### config.mk
export PLATFORM = sky130hd
export DESIGN_NAME = fetch_unit_flat
export DESIGN_NICKNAME = d
export VERILOG_FILES = /design/src/rtl/riscv_pkg.sv /design/src/rtl/fetch_unit_if.sv /design/src/rtl/fetch_unit.sv /design/src/flat_wrapper.sv
export SDC_FILE = /design/constraint.sdc
export NUM_CORES = 1
export LEC_CHECK = 0
export CORE_AREA = 10 10 137 152
export DETAILED_ROUTE_END_ITERATION = 8
export DIE_AREA = 0 0 147 162
export GPL_TIMING_DRIVEN = 0
export PLACE_DENSITY = 0.77
export SLEW_MARGIN = 20
export SYNTH_ARGS = -nofsm -noshare
export SYNTH_HDL_FRONTEND = slang
export SYNTH_SLANG_ARGS = --single-unit
### constraint.sdc
create_clock -name clk -period 1.98 [get_ports clk]
set_clock_uncertainty 0.15 [all_clocks]
set_input_delay 0.396 -clock clk [delete_from_list [all_inputs] [get_ports clk]]
set_output_delay 0.396 -clock clk [all_outputs]
set_load 0.005 [all_outputs]
### src/rtl/riscv_pkg.sv
// Shared RISC-V front-end definitions: datapath width, reset/NOP constants,
// fetch state encoding and base opcodes used by fetch and decode.
package riscv_pkg;

  localparam int          XLEN      = 32;
  localparam logic [31:0] RESET_PC  = 32'h0000_0000;
  localparam logic [31:0] NOP_INSTR = 32'h0000_0013;

  localparam logic [0:0] REQ   = 1'b0;
  localparam logic [0:0] VALID = 1'b1;

  localparam logic [6:0] OPC_LUI    = 7'b0110111;
  localparam logic [6:0] OPC_AUIPC  = 7'b0010111;
  localparam logic [6:0] OPC_JAL    = 7'b1101111;
  localparam logic [6:0] OPC_JALR   = 7'b1100111;
  localparam logic [6:0] OPC_BRANCH = 7'b1100011;
  localparam logic [6:0] OPC_LOAD   = 7'b0000011;
  localparam logic [6:0] OPC_STORE  = 7'b0100011;
  localparam logic [6:0] OPC_OP_IMM = 7'b0010011;
  localparam logic [6:0] OPC_OP     = 7'b0110011;

  function automatic logic [6:0] opcode_of(input logic [31:0] word);
    return word[6:0];
  endfunction

endpackage

### src/rtl/fetch_unit_if.sv
// Instruction-memory request/ready bus; master is the fetch stage, slave the memory.
interface fetch_unit_if #(
  parameter int XLEN = 32
) ();

  logic            imem_req;
  logic [XLEN-1:0] imem_addr;
  logic            imem_ready;
  logic [31:0]     imem_rdata;

  modport master (
    output imem_req,
    output imem_addr,
    input  imem_ready,
    input  imem_rdata
  );

  modport slave (
    input  imem_req,
    input  imem_addr,
    output imem_ready,
    output imem_rdata
  );

endinterface

### src/rtl/fetch_unit.sv
// Instruction fetch stage: owns the PC, issues word fetches and holds one
// instruction for the decoder until it is acknowledged or redirected away.
module fetch_unit #(
  parameter int              XLEN      = riscv_pkg::XLEN,
  parameter logic [XLEN-1:0] RESET_PC  = riscv_pkg::RESET_PC,
  parameter logic [31:0]     NOP_INSTR = riscv_pkg::NOP_INSTR
) (
  input  logic            clk,
  input  logic            reset,
  fetch_unit_if.master    imem,
  input  logic            redirect,
  input  logic [XLEN-1:0] redirect_target,
  output logic            instr_valid,
  output logic [31:0]     instr,
  output logic [XLEN-1:0] pc,
  output logic [XLEN-1:0] pc_plus4,
  input  logic            instr_ack,
  output logic            misaligned
);

  import riscv_pkg::*;

  localparam logic [XLEN-1:0] WORD_STEP = XLEN'(3'd4);

  logic [0:0]      state_r;
  logic [XLEN-1:0] fetch_pc_r;
  logic [XLEN-1:0] pending_pc_r;
  logic            drop_pending_r;
  logic [XLEN-1:0] target_s;
  logic [XLEN-1:0] eff_target_s;
  logic            target_misaligned_s;

  // Align the redirect target; a redirect this cycle outranks a stored one.
  always_comb begin
    target_s            = {redirect_target[XLEN-1:2], 2'b00};
    target_misaligned_s = (redirect_target[1:0] != 2'b00);
    if (redirect) begin
      eff_target_s = target_s;
    end else begin
      eff_target_s = pending_pc_r;
    end
  end

  assign imem.imem_req  = (state_r == REQ) && !reset;
  assign imem.imem_addr = fetch_pc_r;

  // Fetch FSM, PC/pending-redirect registers and the registered decode outputs.
  always_ff @(posedge clk) begin
    if (reset) begin
      state_r        <= REQ;
      fetch_pc_r     <= RESET_PC;
      pending_pc_r   <= RESET_PC;
      drop_pending_r <= 1'b0;
      instr          <= NOP_INSTR;
      pc             <= RESET_PC;
      pc_plus4       <= RESET_PC + WORD_STEP;
      instr_valid    <= 1'b0;
      misaligned     <= 1'b0;
    end else begin
      misaligned <= redirect && target_misaligned_s;
      case (state_r)
        REQ: begin
          if (imem.imem_ready) begin
            // A response to a fetch that a redirect invalidated is dropped.
            if (redirect || drop_pending_r) begin
              fetch_pc_r     <= eff_target_s;
              drop_pending_r <= 1'b0;
            end else begin
              instr       <= imem.imem_rdata;
              pc          <= fetch_pc_r;
              pc_plus4    <= fetch_pc_r + WORD_STEP;
              instr_valid <= 1'b1;
              state_r     <= VALID;
            end
          end else if (redirect) begin
            pending_pc_r   <= target_s;
            drop_pending_r <= 1'b1;
          end
        end
        VALID: begin
          if (redirect) begin
            instr_valid <= 1'b0;
            instr       <= NOP_INSTR;
            fetch_pc_r  <= target_s;
            state_r     <= REQ;
          end else if (instr_ack) begin
            instr_valid <= 1'b0;
            instr       <= NOP_INSTR;
            fetch_pc_r  <= pc + WORD_STEP;
            state_r     <= REQ;
          end
        end
        default: begin
          state_r     <= REQ;
          instr_valid <= 1'b0;
        end
      endcase
    end
  end

endmodule

### src/flat_wrapper.sv
// flat-port wrapper written by rule: the top's interface ports become plain ports
module fetch_unit_flat import riscv_pkg::*;
#(
  parameter int              XLEN      = riscv_pkg::XLEN,
  parameter logic [XLEN-1:0] RESET_PC  = riscv_pkg::RESET_PC,
  parameter logic [31:0]     NOP_INSTR = riscv_pkg::NOP_INSTR
)
  (clk, reset, redirect, redirect_target, instr_valid, instr, pc, pc_plus4, instr_ack, misaligned, imem_imem_req, imem_imem_addr, imem_imem_ready, imem_imem_rdata);
  fetch_unit_if #(.XLEN(XLEN)) imem_i ();
  input  logic clk;
  input  logic reset;
  input  logic redirect;
  input  logic [XLEN-1:0] redirect_target;
  output logic instr_valid;
  output logic [31:0] instr;
  output logic [XLEN-1:0] pc;
  output logic [XLEN-1:0] pc_plus4;
  input  logic instr_ack;
  output logic misaligned;
  output wire logic [$bits(imem_i.imem_req)-1:0] imem_imem_req;
  output wire logic [$bits(imem_i.imem_addr)-1:0] imem_imem_addr;
  input wire logic [$bits(imem_i.imem_ready)-1:0] imem_imem_ready;
  input wire logic [$bits(imem_i.imem_rdata)-1:0] imem_imem_rdata;
  assign imem_imem_req = imem_i.imem_req;
  assign imem_imem_addr = imem_i.imem_addr;
  assign imem_i.imem_ready = imem_imem_ready;
  assign imem_i.imem_rdata = imem_imem_rdata;
  fetch_unit #(.XLEN(XLEN), .RESET_PC(RESET_PC), .NOP_INSTR(NOP_INSTR)) u_core (.clk(clk), .reset(reset), .imem(imem_i), .redirect(redirect), .redirect_target(redirect_target), .instr_valid(instr_valid), .instr(instr), .pc(pc), .pc_plus4(pc_plus4), .instr_ack(instr_ack), .misaligned(misaligned));
endmodule
## Word level (Yosys, flattened, before mapping)

Cells that the tools add are included.

- Flip-flop bits (word level): 164

- Equal/unequal tests: 5
- Add/sub/neg operators: 2
- Multiplexer cells: 24
- Reductions and logical operators: 11
- Bitwise gates (word level): 3

Operators with widths:

| operator | count |
|---|---|
| $mux 32 | 9 |
| $pmux 32 s2 | 2 |
| $add 32x3->32 const B | 2 |
| $reduce_and 3->1 | 4 |
| $mux 1 | 11 |
| $ne 2x2->1 const B | 3 |
| $pmux 1 s2 | 2 |
| $reduce_bool 2->1 | 2 |
| $ne 3x3->1 const B | 1 |
| $not 1->1 | 3 |
| $logic_and 1x1->1 | 2 |
| $ne 2x1->1 const B | 1 |
| $reduce_and 2->1 | 1 |
| $logic_not 1->1 | 1 |
| $logic_or 1x1->1 | 1 |

## Depth between registers and ports, before layout

Gate-level depths: netlist of the first run.

- Depth after elaboration: 4
- Mapped depth: 7

## Least setup slack after synthesis of the first run

No wires, ideal clock.

- Path type: flip-flop to flip-flop
- Start: register u_core.pc[2]
- End: register u_core.fetch_pc_r[24] (netlist: u_core.imem.imem_addr[24])
- Arrival time: 1.947 ns
- Period minus slack after synthesis: 2.176 ns
- Setup slack: -0.196 ns
- Cell stages (with the launch flop): 7
- Data required time: 1.751 ns
- Library setup time: 0.079 ns
- Cell sequence: dfxtp_1 -> ha_1 -> nand4_1 -> or4_1 -> clkbuf_1 -> or4b_1 -> o211ai_1

- Cells in the longest elaborated chain, start to end: 4

RTL lines:

| item | line | text |
|---|---|---|
| start: declaration | fetch_unit.sv:15 | `output logic [XLEN-1:0] pc,` |
| start signal: assignment | fetch_unit.sv:70 | `pc <= fetch_pc_r;` |
| $add 32x3->32 | fetch_unit.sv:89 | `fetch_pc_r <= pc + WORD_STEP;` |
| $mux 32 | fetch_unit.sv:86 | `end else if (instr_ack) begin` |
| $mux 32 | fetch_unit.sv:81 | `if (redirect) begin` |
| $pmux 32 s2 | fetch_unit.sv:61 | `case (state_r)` |
| end signal: assignment | fetch_unit.sv:66 | `fetch_pc_r <= eff_target_s;` |
| end signal: assignment | fetch_unit.sv:84 | `fetch_pc_r <= target_s;` |
| end signal: assignment | fetch_unit.sv:89 |  |
| end: declaration | fetch_unit.sv:26 | `logic [XLEN-1:0] fetch_pc_r;` |

Every way passes these cells. The select of a mux whose other input is x is not followed.
A chain may end at the register's enable or synchronous reset.

## Final worst setup path of the first run

- Start: register u_core.pc[7]
- End: register u_core.fetch_pc_r[29] (netlist: u_core.imem.imem_addr[29])

Same word-level chain as after synthesis.

==> metrics.txt, run 1 <==
# TYPE chip_impl_metric gauge
chip_impl_metric{name="numPlacedInstances",unit=""} 1387
chip_impl_metric{name="via_per_inst",unit=""} 6.12
chip_impl_metric{name="grt_start_max_net_pins",unit=""} 17
chip_impl_metric{name="power.leakage",unit="nW"} 4.26
chip_impl_metric{name="slew_viol_final",unit=""} 0
chip_impl_metric{name="instances_no_fill",unit=""} 1479
chip_impl_metric{name="start_util",unit=""} 0.436
chip_impl_info{name="synth_top_area_cell",value="sky130_fd_sc_hd__dfxtp_1"} 1
chip_impl_metric{name="timing.critical_path.buf_inv",unit=""} 1
chip_impl_metric{name="routed_wire_length_per_instance",unit="um"} 22.5
chip_impl_info{name="path_cells",value="nand4_1 > or4_4 > buf_6 > or4_1 > o311ai_1"} 1
chip_impl_metric{name="syn-cell-area",unit="um^2"} 7650
chip_impl_metric{name="tightestPinTransition",unit="ns"} 0.816
chip_impl_metric{name="max_freq",unit="MHz"} 459
chip_impl_metric{name="area_delta_synth_final",unit="%"} 55.0
chip_impl_metric{name="place_hpwl",unit="um"} 22500
chip_impl_info{name="critPathCaptureType",value="flop"} 1
chip_impl_metric{name="overflow",unit=""} 0
chip_impl_metric{name="grt_antenna_before_repair",unit=""} 0
chip_impl_metric{name="yosys.area.top_type_share",unit=""} 0.424
chip_impl_metric{name="design.core.area",unit="um^2"} 17500
chip_impl_metric{name="grt_pass1_vias",unit=""} 8500
chip_impl_info{name="timing.critical_path.from_type",value="flop"} 1
chip_impl_metric{name="drive_above_1_share",unit=""} 0.222
chip_impl_metric{name="gp_congestion",unit=""} 0.933
chip_impl_metric{name="final-hold-violation-count",unit=""} 0
chip_impl_info{name="top_cell_types_by_occurrence_after_synthesis",value="sky130_fd_sc_hd__nand2_1, sky130_fd_sc_hd__dfxtp_1, sky130_fd_sc_hd__a21oi_1"} 1
chip_impl_info{name="cp_top_family",value="simple AND/OR/NAND/NOR gates"} 1
chip_impl_metric{name="syn_area_per_cell",unit="um^2"} 8.06
chip_impl_metric{name="cts_bufs_inserted",unit=""} 17
chip_impl_metric{name="n_antenna_cell",unit=""} 0
chip_impl_info{name="synth_top_area_cells",value="sky130_fd_sc_hd__dfxtp_1, sky130_fd_sc_hd__nand2_1, sky130_fd_sc_hd__a21oi_1"} 1
chip_impl_metric{name="numPortBuffers",unit=""} 199
chip_impl_metric{name="fin_setup_tns",unit="ns"} -1.95
chip_impl_metric{name="synth_seq_cells",unit=""} 162
chip_impl_metric{name="htree_num_levels",unit=""} 4
chip_impl_metric{name="r2r_cells",unit=""} 5
chip_impl_metric{name="postLayoutSetupSlackWorst",unit="ns"} -0.197
chip_impl_metric{name="synth_enable_flop_cells",unit=""} 0
chip_impl_metric{name="count_of_different_cell_masters_after_synthesis",unit=""} 59
chip_impl_metric{name="drc",unit=""} 0
chip_impl_metric{name="design_power_total",unit="mW"} 8.69
chip_impl_info{name="worst-setup-path-type",value="reg -> reg"} 1
chip_impl_info{name="violations_in_the_final_reports",value="setup timing"} 1
chip_impl_metric{name="clock_transition_time_at_the_flip_flop_clock_pins_of_the_worst_setup_and_hold_paths",unit="ns"} 0.07
chip_impl_metric{name="grt_first_pass_wirelength",unit="um"} 48800
chip_impl_metric{name="final_min_period_over_clock_period",unit=""} 1.10
chip_impl_metric{name="synth_sequential_area_ratio",unit=""} 0.424
chip_impl_metric{name="worstSkewPairLatency",unit="ns"} 0.44
chip_impl_metric{name="boundaryPins",unit=""} 200
chip_impl_metric{name="required_time_reported_for_the_critical_path_endpoint",unit="ns"} 2.16
chip_impl_metric{name="maxCapViolCount",unit=""} 0
chip_impl_metric{name="timing.max_slew.rel_slack",unit=""} 0.456
chip_impl_metric{name="setup_viol_count_final",unit=""} 26
chip_impl_metric{name="drt-pass1-iter-count",unit=""} 7
chip_impl_metric{name="routed_wire_length",unit="um"} 33200
chip_impl_metric{name="fp.dieH",unit="um"} 162
chip_impl_metric{name="synthesis.nets",unit=""} 1021
chip_impl_metric{name="async_reset_ff_frac",unit=""} 0
chip_impl_metric{name="num_vias",unit=""} 9046
chip_impl_metric{name="finalHoldWorstSlack",unit="ns"} 0.303
chip_impl_info{name="outcome",value="finished, violations left"} 1
chip_impl_metric{name="path_max_fanout",unit=""} 8
chip_impl_metric{name="cts_buffer_depth",unit=""} 2
chip_impl_metric{name="critical_path.max_stage_delay",unit="ns"} 0.55
chip_impl_metric{name="path_length_in_cells_of_the_critical_path",unit=""} 5
chip_impl_info{name="tritoncts",value="yes"} 1
chip_impl_metric{name="finalWorstPathRequiredPeriod",unit="ns"} 2.18
chip_impl_metric{name="cellPowerDensity",unit="nW/um^2"} 733
chip_impl_info{name="classification_of_the_worst_slack_hold_path",value="reg -> reg"} 1
chip_impl_metric{name="grtUsageTotal",unit=""} 0.256
chip_impl_metric{name="synth_cells",unit=""} 950
chip_impl_metric{name="first_iter_violations",unit=""} 1055
chip_impl_info{name="cts-root-buf",value="sky130_fd_sc_hd__clkbuf_16"} 1
chip_impl_metric{name="whs_path_depth",unit=""} 2
chip_impl_metric{name="rows",unit=""} 51
chip_impl_info{name="synth.most_common_cell",value="sky130_fd_sc_hd__nand2_1"} 1
chip_impl_metric{name="sink_count",unit=""} 162
chip_impl_metric{name="synthesis_warning_total",unit=""} 0
chip_impl_metric{name="final_net_count",unit=""} 1299
chip_impl_metric{name="postRouteAntennaNets",unit=""} 0
chip_impl_metric{name="floorplan.die_area",unit="um^2"} 23800
chip_impl_metric{name="ir_drop",unit="uV"} 695
chip_impl_metric{name="floorplan.die.width",unit="um"} 147
chip_impl_info{name="synth_ff_type",value="sky130_fd_sc_hd__dfxtp_1"} 1
chip_impl_info{name="grt_setup_unrepaired",value="true"} 1
chip_impl_metric{name="critical_path_arrival",unit="ns"} 2.36
chip_impl_info{name="cpMaxStageDelayCell",value="sky130_fd_sc_hd__or4_4"} 1
chip_impl_metric{name="final_core_utilization",unit=""} 0.676
-- through the flow --
stage	worst slack, ns	cell area (um^2)
final	-0.197	11900
after global routing	-0.206	11900
after CTS	-0.125	11400
after detailed placement	-1.50	10000
after global placement	-1.56	10000
after floorplan	-0.0289	7750
-- cell type report --
| type | instances | area (um^2) |
|---|---|---|
| fillers | 1361 | 5690 |
| multi-input cells | 695 | 4440 |
| flip-flops and latches | 162 | 3380 |
| repair buffers | 264 | 2490 |
| plain buffers | 76 | 557 |
| clock buffers | 19 | 453 |
| well taps | 238 | 298 |
| clock inverters | 13 | 199 |
| inverters | 12 | 45.0 |
-- flip-flops by register name (all words and copies together), names as in the netlist --
signal / count
u_core.misaligned: 1
u_core.imem.imem_addr: 32
u_core.pc: 30
u_core.instr: 32
u_core.state_r: 1
u_core.instr_valid: 1
u_core.pc_plus4: 32
u_core.pending_pc_r: 32
u_core.drop_pending_r: 1
-- worst register-to-register path, cell delays in order (launching register included) --
cell	delay [ns]
sky130_fd_sc_hd__dfxtp_4	0.39
sky130_fd_sc_hd__nand4_1	0.24
sky130_fd_sc_hd__or4_4	0.55
sky130_fd_sc_hd__buf_6	0.15
sky130_fd_sc_hd__or4_1	0.50
sky130_fd_sc_hd__o311ai_1	0.09
-- where the power goes --
part	internal [mW]	switching (mW)
logic	0.706	0.721
clock network	2.20	1.45
registers	3.42	0.189
-- repair_timing --
item / 4_1_cts / 5_1_grt
cloned: 1 / 0
resized for setup: 174 / 99
setup buffers: 43 / 22
endpoints found under the setup margin: 200 / 109
hold buffers: 0 / 0
pin swaps: 20 / 20
-- cell families (layout without fill, tap and decap cells) --
family                   count (synthesis)  after routing  synth area share
XOR/XNOR                                15             15            0.0172
buffers and inverters                   94            384            0.0492
multiplexers                            15             15            0.0201
adder cells (fa/ha/maj)                  2              2           0.00327
AND/OR/NAND/NOR                        422            423             0.274
AO/OA/AOI/OAI                          240            240             0.212
flip-flops                             162            162             0.424
-- worst paths after layout --
| kind | start | end | slack, ns |
|---|---|---|---|
| worst max-delay path | u_core.pc[7] | u_core.imem.imem_addr[29] | -0.20 |
| worst min-delay path | u_core.pending_pc_r[30] | u_core.pending_pc_r[30] | 0.30 |
| worst max register to register | u_core.pc[7] | u_core.imem.imem_addr[29] | -0.20 |
| worst min register to register | u_core.pending_pc_r[30] | u_core.pending_pc_r[30] | 0.30 |
-- layer usage --
layer / global-route usage / share of wire / vias up
li1: - / - / 4023
met1: 0.299 / 0.38 / 4151
met2: 0.421 / 0.46 / 736
met3: 0.0789 / 0.12 / 136
met4: 0.123 / 0.046 / 0
met5: 0 / 0 / -
-- cell usage in the layout (no fill, tap or decap), types with 15 or more instances in the layout --
cell type / netlist / layout
sky130_fd_sc_hd__clkdlybuf4s50_1: 0 / 185
sky130_fd_sc_hd__nand2_1: 164 / 163
sky130_fd_sc_hd__dfxtp_1: 162 / 108
sky130_fd_sc_hd__a21oi_1: 90 / 90
sky130_fd_sc_hd__nor2_1: 82 / 80
sky130_fd_sc_hd__buf_4: 2 / 69
sky130_fd_sc_hd__a22o_1: 28 / 28
sky130_fd_sc_hd__dfxtp_2: 0 / 28
sky130_fd_sc_hd__a211oi_1: 31 / 26
sky130_fd_sc_hd__dfxtp_4: 0 / 26
sky130_fd_sc_hd__nand3_1: 25 / 23
sky130_fd_sc_hd__o21ai_0: 23 / 20
sky130_fd_sc_hd__nand4_1: 20 / 20
sky130_fd_sc_hd__clkbuf_2: 0 / 19
sky130_fd_sc_hd__clkbuf_16: 0 / 18
sky130_fd_sc_hd__nand2b_1: 18 / 17
sky130_fd_sc_hd__buf_6: 0 / 16
sky130_fd_sc_hd__clkbuf_1: 63 / 16
sky130_fd_sc_hd__nor3_1: 17 / 15
Note: power is estimated with default switching activity, not from simulation.
==> run 2: changes to the inputs <==
--- a/config.mk
+++ b/config.mk
@@ -14,3 +14,4 @@
 export SYNTH_ARGS = -nofsm -noshare
 export SYNTH_HDL_FRONTEND = slang
 export SYNTH_SLANG_ARGS = --single-unit
+export TNS_END_PERCENT = 10
==> run 2 against run 1 <==
Effect of this change: first-iteration DRC count is 2.9% higher; fmax is 1.5% higher; the flow still finishes with violations (setup timing); core utilization is 1.9 points lower; critical path depth is 1 higher; critical path type unchanged; clock-buffer cell count stayed put; worst hold slack worse by 0.00063 ns; sequential power hardly changed; register-to-register slack better by 0.03 ns.
==> metrics.txt, run 2 (synthesized netlist as in run 1, its figures left out) <==
# TYPE chip_impl_metric gauge
chip_impl_metric{name="ff_latch_area",unit="um^2"} 3380
chip_impl_metric{name="tightestPinTransition",unit="ns"} 0.754
chip_impl_metric{name="preCtsSetupSlack",unit="ns"} -1.44
chip_impl_metric{name="maxCapViolCount",unit=""} 0
chip_impl_metric{name="max_freq",unit="MHz"} 466
chip_impl_metric{name="clock_power_share",unit=""} 0.416
chip_impl_metric{name="place_hpwl",unit="um"} 22500
chip_impl_metric{name="rows",unit=""} 51
chip_impl_info{name="path_cells",value="ha_4 > nand4_1 > buf_4 > or4_4 > or3_4 > a221oi_1"} 1
chip_impl_metric{name="htree_num_levels",unit=""} 4
chip_impl_metric{name="design.core.area",unit="um^2"} 17500
chip_impl_metric{name="drc",unit=""} 0
chip_impl_metric{name="drive_above_1_share",unit=""} 0.193
chip_impl_metric{name="path_max_fanout",unit=""} 3
chip_impl_metric{name="first_iter_violations",unit=""} 1086
chip_impl_metric{name="grt_antenna_before_repair",unit=""} 0
chip_impl_metric{name="routed_wire_length",unit="um"} 32200
chip_impl_metric{name="clock_transition_time_at_the_flip_flop_clock_pins_of_the_worst_setup_and_hold_paths",unit="ns"} 0.07
chip_impl_metric{name="boundaryPins",unit=""} 200
chip_impl_metric{name="instances_no_fill",unit=""} 1455
chip_impl_metric{name="p_seq_frac",unit=""} 0.422
chip_impl_metric{name="r2r_cells",unit=""} 6
chip_impl_metric{name="required_time_reported_for_the_critical_path_endpoint",unit="ns"} 2.16
chip_impl_metric{name="slew_viol_final",unit=""} 0
chip_impl_info{name="worst_r2r_endpoint",value="u_core.imem.imem_addr[16]"} 1
chip_impl_metric{name="gp_congestion",unit=""} 0.951
chip_impl_metric{name="final_min_period_over_clock_period",unit=""} 1.08
chip_impl_metric{name="start_util",unit=""} 0.436
chip_impl_metric{name="finalWorstPathRequiredPeriod",unit="ns"} 2.15
chip_impl_metric{name="floorplan.die_area",unit="um^2"} 23800
chip_impl_metric{name="final-hold-violation-count",unit=""} 0
chip_impl_metric{name="multi_input_combinational_cell_area",unit="um^2"} 4340
chip_impl_metric{name="numPortBuffers",unit=""} 199
chip_impl_metric{name="setup_viol_count_final",unit=""} 24
chip_impl_metric{name="postLayoutSetupSlackWorst",unit="ns"} -0.165
chip_impl_metric{name="grt_start_max_net_pins",unit=""} 17
chip_impl_metric{name="power.leakage",unit="nW"} 4.06
chip_impl_metric{name="overflow",unit=""} 0
chip_impl_metric{name="final_net_count",unit=""} 1275
chip_impl_metric{name="drt-pass1-iter-count",unit=""} 7
chip_impl_metric{name="cts_bufs_inserted",unit=""} 17
chip_impl_info{name="timing.critical_path.from_type",value="flop"} 1
chip_impl_info{name="cts-root-buf",value="sky130_fd_sc_hd__clkbuf_16"} 1
chip_impl_info{name="critPathCaptureType",value="flop"} 1
chip_impl_metric{name="share_comb_of_total_power",unit=""} 0.162
chip_impl_metric{name="num_vias",unit=""} 8750
chip_impl_metric{name="numPlacedInstances",unit=""} 1387
chip_impl_info{name="whs_endpoint",value="u_core.pending_pc_r[18]"} 1
chip_impl_metric{name="p_sw_frac",unit=""} 0.276
chip_impl_metric{name="routed_wire_length_per_instance",unit="um"} 22.1
chip_impl_metric{name="floorplan.die.width",unit="um"} 147
chip_impl_metric{name="grtUsageTotal",unit=""} 0.245
chip_impl_metric{name="timing.max_slew.rel_slack",unit=""} 0.498
chip_impl_info{name="min_from",value="u_core.pending_pc_r[18]"} 1
chip_impl_metric{name="fillCellCount",unit=""} 1408
chip_impl_metric{name="grt_pass1_vias",unit=""} 8167
chip_impl_metric{name="n_antenna_cell",unit=""} 0
chip_impl_metric{name="grt_first_pass_wirelength",unit="um"} 46600
chip_impl_info{name="violations_in_the_final_reports",value="setup timing"} 1
chip_impl_info{name="grt_setup_unrepaired",value="true"} 1
chip_impl_info{name="final_common_cell",value="sky130_fd_sc_hd__clkdlybuf4s50_1"} 1
chip_impl_metric{name="sink_count",unit=""} 162
chip_impl_metric{name="critical_path_arrival",unit="ns"} 2.33
chip_impl_metric{name="via_per_inst",unit=""} 6.01
chip_impl_info{name="tritoncts",value="yes"} 1
chip_impl_info{name="cpMaxStageDelayCell",value="sky130_fd_sc_hd__or4_4"} 1
chip_impl_metric{name="fin_setup_tns",unit="ns"} -1.68
chip_impl_info{name="worst-setup-path-type",value="reg -> reg"} 1
chip_impl_metric{name="area_delta_synth_final",unit="%"} 50.6
chip_impl_metric{name="r2r_setup_slack",unit="ns"} -0.17
chip_impl_metric{name="ir_drop",unit="uV"} 643
chip_impl_metric{name="p_int",unit="mW"} 6.18
chip_impl_metric{name="reported_net_switching_power",unit="mW"} 2.36
chip_impl_info{name="cp_top_family",value="simple AND/OR/NAND/NOR gates"} 1
chip_impl_info{name="rr_startpoint",value="u_core.pc[3]"} 1
chip_impl_info{name="classification_of_the_worst_slack_hold_path",value="reg -> reg"} 1
chip_impl_metric{name="cellPowerDensity",unit="nW/um^2"} 740
chip_impl_metric{name="ctsHoldBuffers",unit=""} 0
chip_impl_metric{name="fp.dieH",unit="um"} 162
chip_impl_metric{name="critical_path.max_stage_delay",unit="ns"} 0.51
chip_impl_metric{name="worstSkewPairLatency",unit="ns"} 0.44
chip_impl_metric{name="postRouteAntennaNets",unit=""} 0
chip_impl_metric{name="finalHoldWorstSlack",unit="ns"} 0.302
chip_impl_info{name="outcome",value="finished, violations left"} 1
chip_impl_metric{name="cts_buffer_depth",unit=""} 2
chip_impl_info{name="layout_common_cells",value="sky130_fd_sc_hd__clkdlybuf4s50_1, sky130_fd_sc_hd__nand2_1, sky130_fd_sc_hd__dfxtp_1, sky130_fd_sc_hd__a21oi_1, sky130_fd_sc_hd__nor2_1"} 1
chip_impl_metric{name="final_core_utilization",unit=""} 0.657
chip_impl_metric{name="whs_path_depth",unit=""} 2
chip_impl_metric{name="timing.critical_path.buf_inv",unit=""} 1
run 2: cell count changes in the layout (fill, tap and decap cells not counted), moves of 4 or more:
cell	delta
sky130_fd_sc_hd__buf_4	-23
sky130_fd_sc_hd__clkbuf_1	+5
sky130_fd_sc_hd__clkbuf_8	-4
sky130_fd_sc_hd__nor4_1	+6
sky130_fd_sc_hd__nor4_4	-4
run 2: per-layer routing:
| metal | track usage | share of wire | up-vias |
|---|---|---|---|
| met1 | 0.300 | 0.39 | 4037 |
| li1 | - | - | 3971 |
| met5 | 0 | 0 | - |
| met2 | 0.400 | 0.46 | 629 |
| met4 | 0.112 | 0.044 | 0 |
| met3 | 0.0559 | 0.10 | 113 |
run 2: worst max-delay path by stage:
stage / from / endpoint / slack [ns] / cells after the start
after floorplan: u_core.imem.imem_addr[8] / u_core.pc_plus4[17] / -0.06 / 6
after global placement: reset / imem_imem_req / -1.49 / 6
after detailed placement: reset / imem_imem_req / -1.44 / 6
after CTS: u_core.pc[2] / u_core.imem.imem_addr[29] / -0.14 / 6
after global routing: u_core.imem.imem_addr[23] / u_core.pc_plus4[30] / -0.21 / 5
final: u_core.pc[3] / u_core.imem.imem_addr[16] / -0.17 / 6
run 2: repair_timing:
action	4_1_cts	5_1_grt
gates resized for setup	181	80
cloned	0	1
endpoints found under the setup margin	207	131
setup buffers	16	22
pin swaps	10	28
run 2: area by class of cell:
cell class | count | share of cell area
plain buffers | 79 | 0.0492
flip-flops and latches | 162 | 0.293
repair buffers | 237 | 0.197
well taps | 238 | 0.0258
clock buffers | 19 | 0.0393
clock inverters | 13 | 0.0150
multi-input cells | 695 | 0.376
inverters | 12 | 0.00391
run 2: worst reg2reg max path, cell delays in order, from the launching register on:
cell                       delay, ns
sky130_fd_sc_hd__dfxtp_4        0.37
sky130_fd_sc_hd__ha_4           0.13
sky130_fd_sc_hd__nand4_1        0.13
sky130_fd_sc_hd__buf_4          0.18
sky130_fd_sc_hd__or4_4          0.51
sky130_fd_sc_hd__or3_4          0.33
sky130_fd_sc_hd__a221oi_1       0.24
run 2: power by group through the flow:
stage | Sequential, mW | Combinational (mW) | Clock (mW)
4_1_cts | 3.60 | 1.30 | 3.56
5_1_grt | 3.62 | 1.46 | 3.69
6_report | 3.60 | 1.38 | 3.55
3_3_place_gp | 3.66 | 1.20 | 0
3_5_place_dp | 3.67 | 1.21 | 0
2_1_floorplan | 3.63 | 0.537 | 0
run 2: per-stage QoR:
| step | instance area, um^2 | total power, mW |
|---|---|---|
| after floorplan | 7690 | 4.17 |
| after global placement | 9980 | 4.86 |
| after detailed placement | 9980 | 4.88 |
| after CTS | 11200 | 8.46 |
| after global routing | 11500 | 8.77 |
| final | 11500 | 8.53 |
==> run 3: changes to the inputs <==
--- a/config.mk
+++ b/config.mk
@@ -5,11 +5,15 @@
 export SDC_FILE = /design/constraint.sdc
 export NUM_CORES = 1
 export LEC_CHECK = 0
-export CORE_AREA = 10 10 137 152
+export CELL_PAD_IN_SITES_DETAIL_PLACEMENT = 2
+export CELL_PAD_IN_SITES_GLOBAL_PLACEMENT = 2
+export CORE_AREA = 10 10 178 197
+export CTS_CLUSTER_DIAMETER = 120
 export DETAILED_ROUTE_END_ITERATION = 8
-export DIE_AREA = 0 0 147 162
+export DIE_AREA = 0 0 188 207
 export GPL_TIMING_DRIVEN = 0
 export PLACE_DENSITY = 0.77
+export RECOVER_POWER = 25
 export SLEW_MARGIN = 20
 export SYNTH_ARGS = -nofsm -noshare
 export SYNTH_HDL_FRONTEND = slang
==> run 3 against run 2 <==
Effect of this change: the flow still finishes with violations (setup timing); first-iteration DRC count decreased by 48%; critical path depth unchanged; total power shrank 1.3%; worst hold slack better by 0.00067 ns; wire length rose by 28%; cell area rose by 2.5%; sequential power hardly changed; critical path type unchanged; largest cell class unchanged.
==> metrics.txt, run 3 (synthesized netlist as in run 1, its figures left out) <==
# TYPE chip_impl_metric gauge
chip_impl_info{name="outcome",value="finished, violations left"} 1
chip_impl_info{name="violations_in_the_final_reports",value="setup timing"} 1
chip_impl_metric{name="worstSkewPairLatency",unit="ns"} 0.44
chip_impl_metric{name="postRouteAntennaNets",unit=""} 0
chip_impl_metric{name="floorplan.die.width",unit="um"} 188
chip_impl_metric{name="htree_num_levels",unit=""} 4
chip_impl_info{name="final_common_cell",value="sky130_fd_sc_hd__clkdlybuf4s50_1"} 1
chip_impl_metric{name="routed_wire_length",unit="um"} 41000
chip_impl_metric{name="fp.dieH",unit="um"} 207
chip_impl_metric{name="floorplan.die_area",unit="um^2"} 38900
chip_impl_metric{name="start_util",unit=""} 0.247
chip_impl_metric{name="cts_bufs_inserted",unit=""} 17
chip_impl_info{name="cts-root-buf",value="sky130_fd_sc_hd__clkbuf_16"} 1
chip_impl_info{name="cpMaxStageDelayCell",value="sky130_fd_sc_hd__or4b_1"} 1
chip_impl_metric{name="final-hold-violation-count",unit=""} 0
chip_impl_metric{name="final_net_count",unit=""} 1289
chip_impl_metric{name="slew_viol_final",unit=""} 0
chip_impl_metric{name="clock_transition_time_at_the_flip_flop_clock_pins_of_the_worst_setup_and_hold_paths",unit="ns"} 0.07
chip_impl_metric{name="r2r_cells",unit=""} 6
chip_impl_metric{name="gp_congestion",unit=""} 0.862
chip_impl_info{name="timing.critical_path.to",value="u_core.imem.imem_addr[26]"} 1
chip_impl_metric{name="sink_count",unit=""} 162
chip_impl_info{name="critPathLaunch",value="u_core.pc[2]"} 1
chip_impl_metric{name="fin_setup_tns",unit="ns"} -5.66
chip_impl_metric{name="routed_wire_length_per_instance",unit="um"} 24.9
chip_impl_metric{name="placedInstanceArea",unit="um^2"} 10200
chip_impl_info{name="path_cells",value="ha_4 > nand4_1 > buf_4 > or4_4 > or4b_1 > o211ai_1"} 1
chip_impl_metric{name="setup_viol_count_final",unit=""} 63
chip_impl_info{name="rr_startpoint",value="u_core.pc[2]"} 1
chip_impl_metric{name="via_per_inst",unit=""} 5.34
chip_impl_metric{name="path_max_fanout",unit=""} 6
chip_impl_metric{name="required_time_reported_for_the_critical_path_endpoint",unit="ns"} 2.18
chip_impl_metric{name="finalWorstPathRequiredPeriod",unit="ns"} 2.24
chip_impl_info{name="timing.critical_path.from_type",value="flop"} 1
chip_impl_metric{name="overflow",unit=""} 0
chip_impl_metric{name="grt_antenna_before_repair",unit=""} 0
chip_impl_metric{name="max_freq",unit="MHz"} 447
chip_impl_metric{name="boundaryPins",unit=""} 200
chip_impl_metric{name="area_delta_synth_final",unit="%"} 54.3
chip_impl_info{name="layout_common_cells",value="sky130_fd_sc_hd__clkdlybuf4s50_1, sky130_fd_sc_hd__nand2_1, sky130_fd_sc_hd__dfxtp_1, sky130_fd_sc_hd__a21oi_1, sky130_fd_sc_hd__nor2_1"} 1
chip_impl_info{name="worst_r2r_endpoint",value="u_core.imem.imem_addr[26]"} 1
chip_impl_info{name="classification_of_the_worst_slack_hold_path",value="reg -> reg"} 1
chip_impl_metric{name="power.leakage",unit="nW"} 4.13
chip_impl_metric{name="n_antenna_cell",unit=""} 0
chip_impl_metric{name="numPlacedInstances",unit=""} 1569
chip_impl_metric{name="grt_start_max_net_pins",unit=""} 17
chip_impl_metric{name="cellPowerDensity",unit="nW/um^2"} 713
chip_impl_info{name="tritoncts",value="yes"} 1
chip_impl_metric{name="design_power_total",unit="mW"} 8.42
chip_impl_metric{name="place_hpwl",unit="um"} 28900
chip_impl_info{name="critPathCaptureType",value="flop"} 1
chip_impl_metric{name="design.core.area",unit="um^2"} 31000
chip_impl_metric{name="whs_path_depth",unit=""} 2
chip_impl_metric{name="timing.max_slew.rel_slack",unit=""} 0.372
chip_impl_metric{name="num_vias",unit=""} 8793
chip_impl_metric{name="ctsHoldBuffers",unit=""} 0
chip_impl_metric{name="first_iter_violations",unit=""} 560
chip_impl_metric{name="finalHoldWorstSlack",unit="ns"} 0.303
chip_impl_metric{name="critical_path.max_stage_delay",unit="ns"} 0.52
chip_impl_metric{name="instances_no_fill",unit=""} 1648
chip_impl_metric{name="design_area",unit="um^2"} 11800
chip_impl_metric{name="postLayoutSetupSlackWorst",unit="ns"} -0.256
chip_impl_metric{name="ir_drop",unit="uV"} 593
chip_impl_metric{name="numPortBuffers",unit=""} 199
chip_impl_info{name="grt_setup_unrepaired",value="true"} 1
chip_impl_metric{name="rows",unit=""} 68
chip_impl_info{name="worst-setup-path-type",value="reg -> reg"} 1
chip_impl_metric{name="final_min_period_over_clock_period",unit=""} 1.13
chip_impl_metric{name="tightestPinTransition",unit="ns"} 0.941
chip_impl_metric{name="cts_buffer_depth",unit=""} 2
chip_impl_metric{name="drt-pass1-iter-count",unit=""} 5
chip_impl_metric{name="grt_first_pass_wirelength",unit="um"} 60000
chip_impl_metric{name="grtUsageTotal",unit=""} 0.197
chip_impl_metric{name="r2r_setup_slack",unit="ns"} -0.26
chip_impl_metric{name="drc",unit=""} 0
chip_impl_metric{name="critical_path_arrival",unit="ns"} 2.44
chip_impl_metric{name="grt_pass1_vias",unit=""} 9343
chip_impl_metric{name="drive_above_1_share",unit=""} 0.193
chip_impl_metric{name="maxCapViolCount",unit=""} 0
[run 3: cell count changes in the layout (fill, tap and decap cells not counted), moves of 3 or more]
cell and change:
sky130_fd_sc_hd__dfxtp_4 -9, sky130_fd_sc_hd__clkbuf_4 +7, sky130_fd_sc_hd__dfxtp_1 +7, sky130_fd_sc_hd__dlygate4sd2_1 +7, sky130_fd_sc_hd__clkdlybuf4s50_1 -6, sky130_fd_sc_hd__clkbuf_8 +5, sky130_fd_sc_hd__buf_4 +4, sky130_fd_sc_hd__buf_6 +3
sky130_fd_sc_hd__dlymetal6s2s_1 -3, sky130_fd_sc_hd__inv_6 -3, sky130_fd_sc_hd__nor4_2 -3
[run 3: critical path, delay by kind of cell, from the launching register on]
family                     cells  cell delay [ns]
and+or+nand+nor                3             1.16
DFF                            1             0.37
buffers and inverters          1             0.21
adders and majority gates      1             0.14
AOI/OAI and AO/OA              1             0.10
[run 3: worst min path at each step]
stage,from,end,slack [ns]
global placement,u_core.instr_valid,u_core.instr_valid,0.29
CTS,u_core.pending_pc_r[11],u_core.pending_pc_r[11],0.31
floorplan,u_core.pending_pc_r[20],u_core.pending_pc_r[20],0.28
global route,u_core.pending_pc_r[28],u_core.pending_pc_r[28],0.33
finish,u_core.pending_pc_r[11],u_core.pending_pc_r[11],0.30
detailed placement,u_core.pending_pc_r[20],u_core.pending_pc_r[20],0.30
[run 3: power breakdown]
part           switching (mW)  total (mW)  internal (mW)  leakage (nW)
sequential              0.196        3.62           3.42          1.35
combinational           0.761        1.45          0.689          2.51
clock                    1.44        3.35           1.91         0.271
total                    2.40        8.42           6.02          4.13
[run 3: layout make-up]
cell class                      count  area (um^2)
Tap cell                          420          526
Sequential cell                   162         3350
Clock inverter                      8          106
Clock buffer                       21          460
Timing Repair Buffer              253         2420
Fill cell                        3467        19200
Multi-Input combinational cell    694         4330
Buffer                             78          578
Inverter                           12         45.0
[run 3: what timing repair did]
item	CTS	global route
resized for setup	224	37
setup buffers	35	20
setup endpoints to repair	211	154
pin swaps	15	23
hold endpoints to repair	0	0
[run 3: per-layer routing]
layer,part of all wire,global-route usage,vias to the layer above
li1,-,-,3986
met3,0.058,0.0376,68
met2,0.49,0.342,329
met4,0.026,0.0605,0
met1,0.42,0.239,4410
met5,0,0,-
[run 3: stage by stage]
| step | utilization | setup slack (ns) |
|---|---|---|
| after global routing | 0.381 | -0.328 |
| after CTS | 0.374 | -0.182 |
| final | 0.381 | -0.256 |
| after detailed placement | 0.330 | -1.72 |
| after global placement | 0.330 | -1.75 |
| after floorplan | - | -0.0557 |
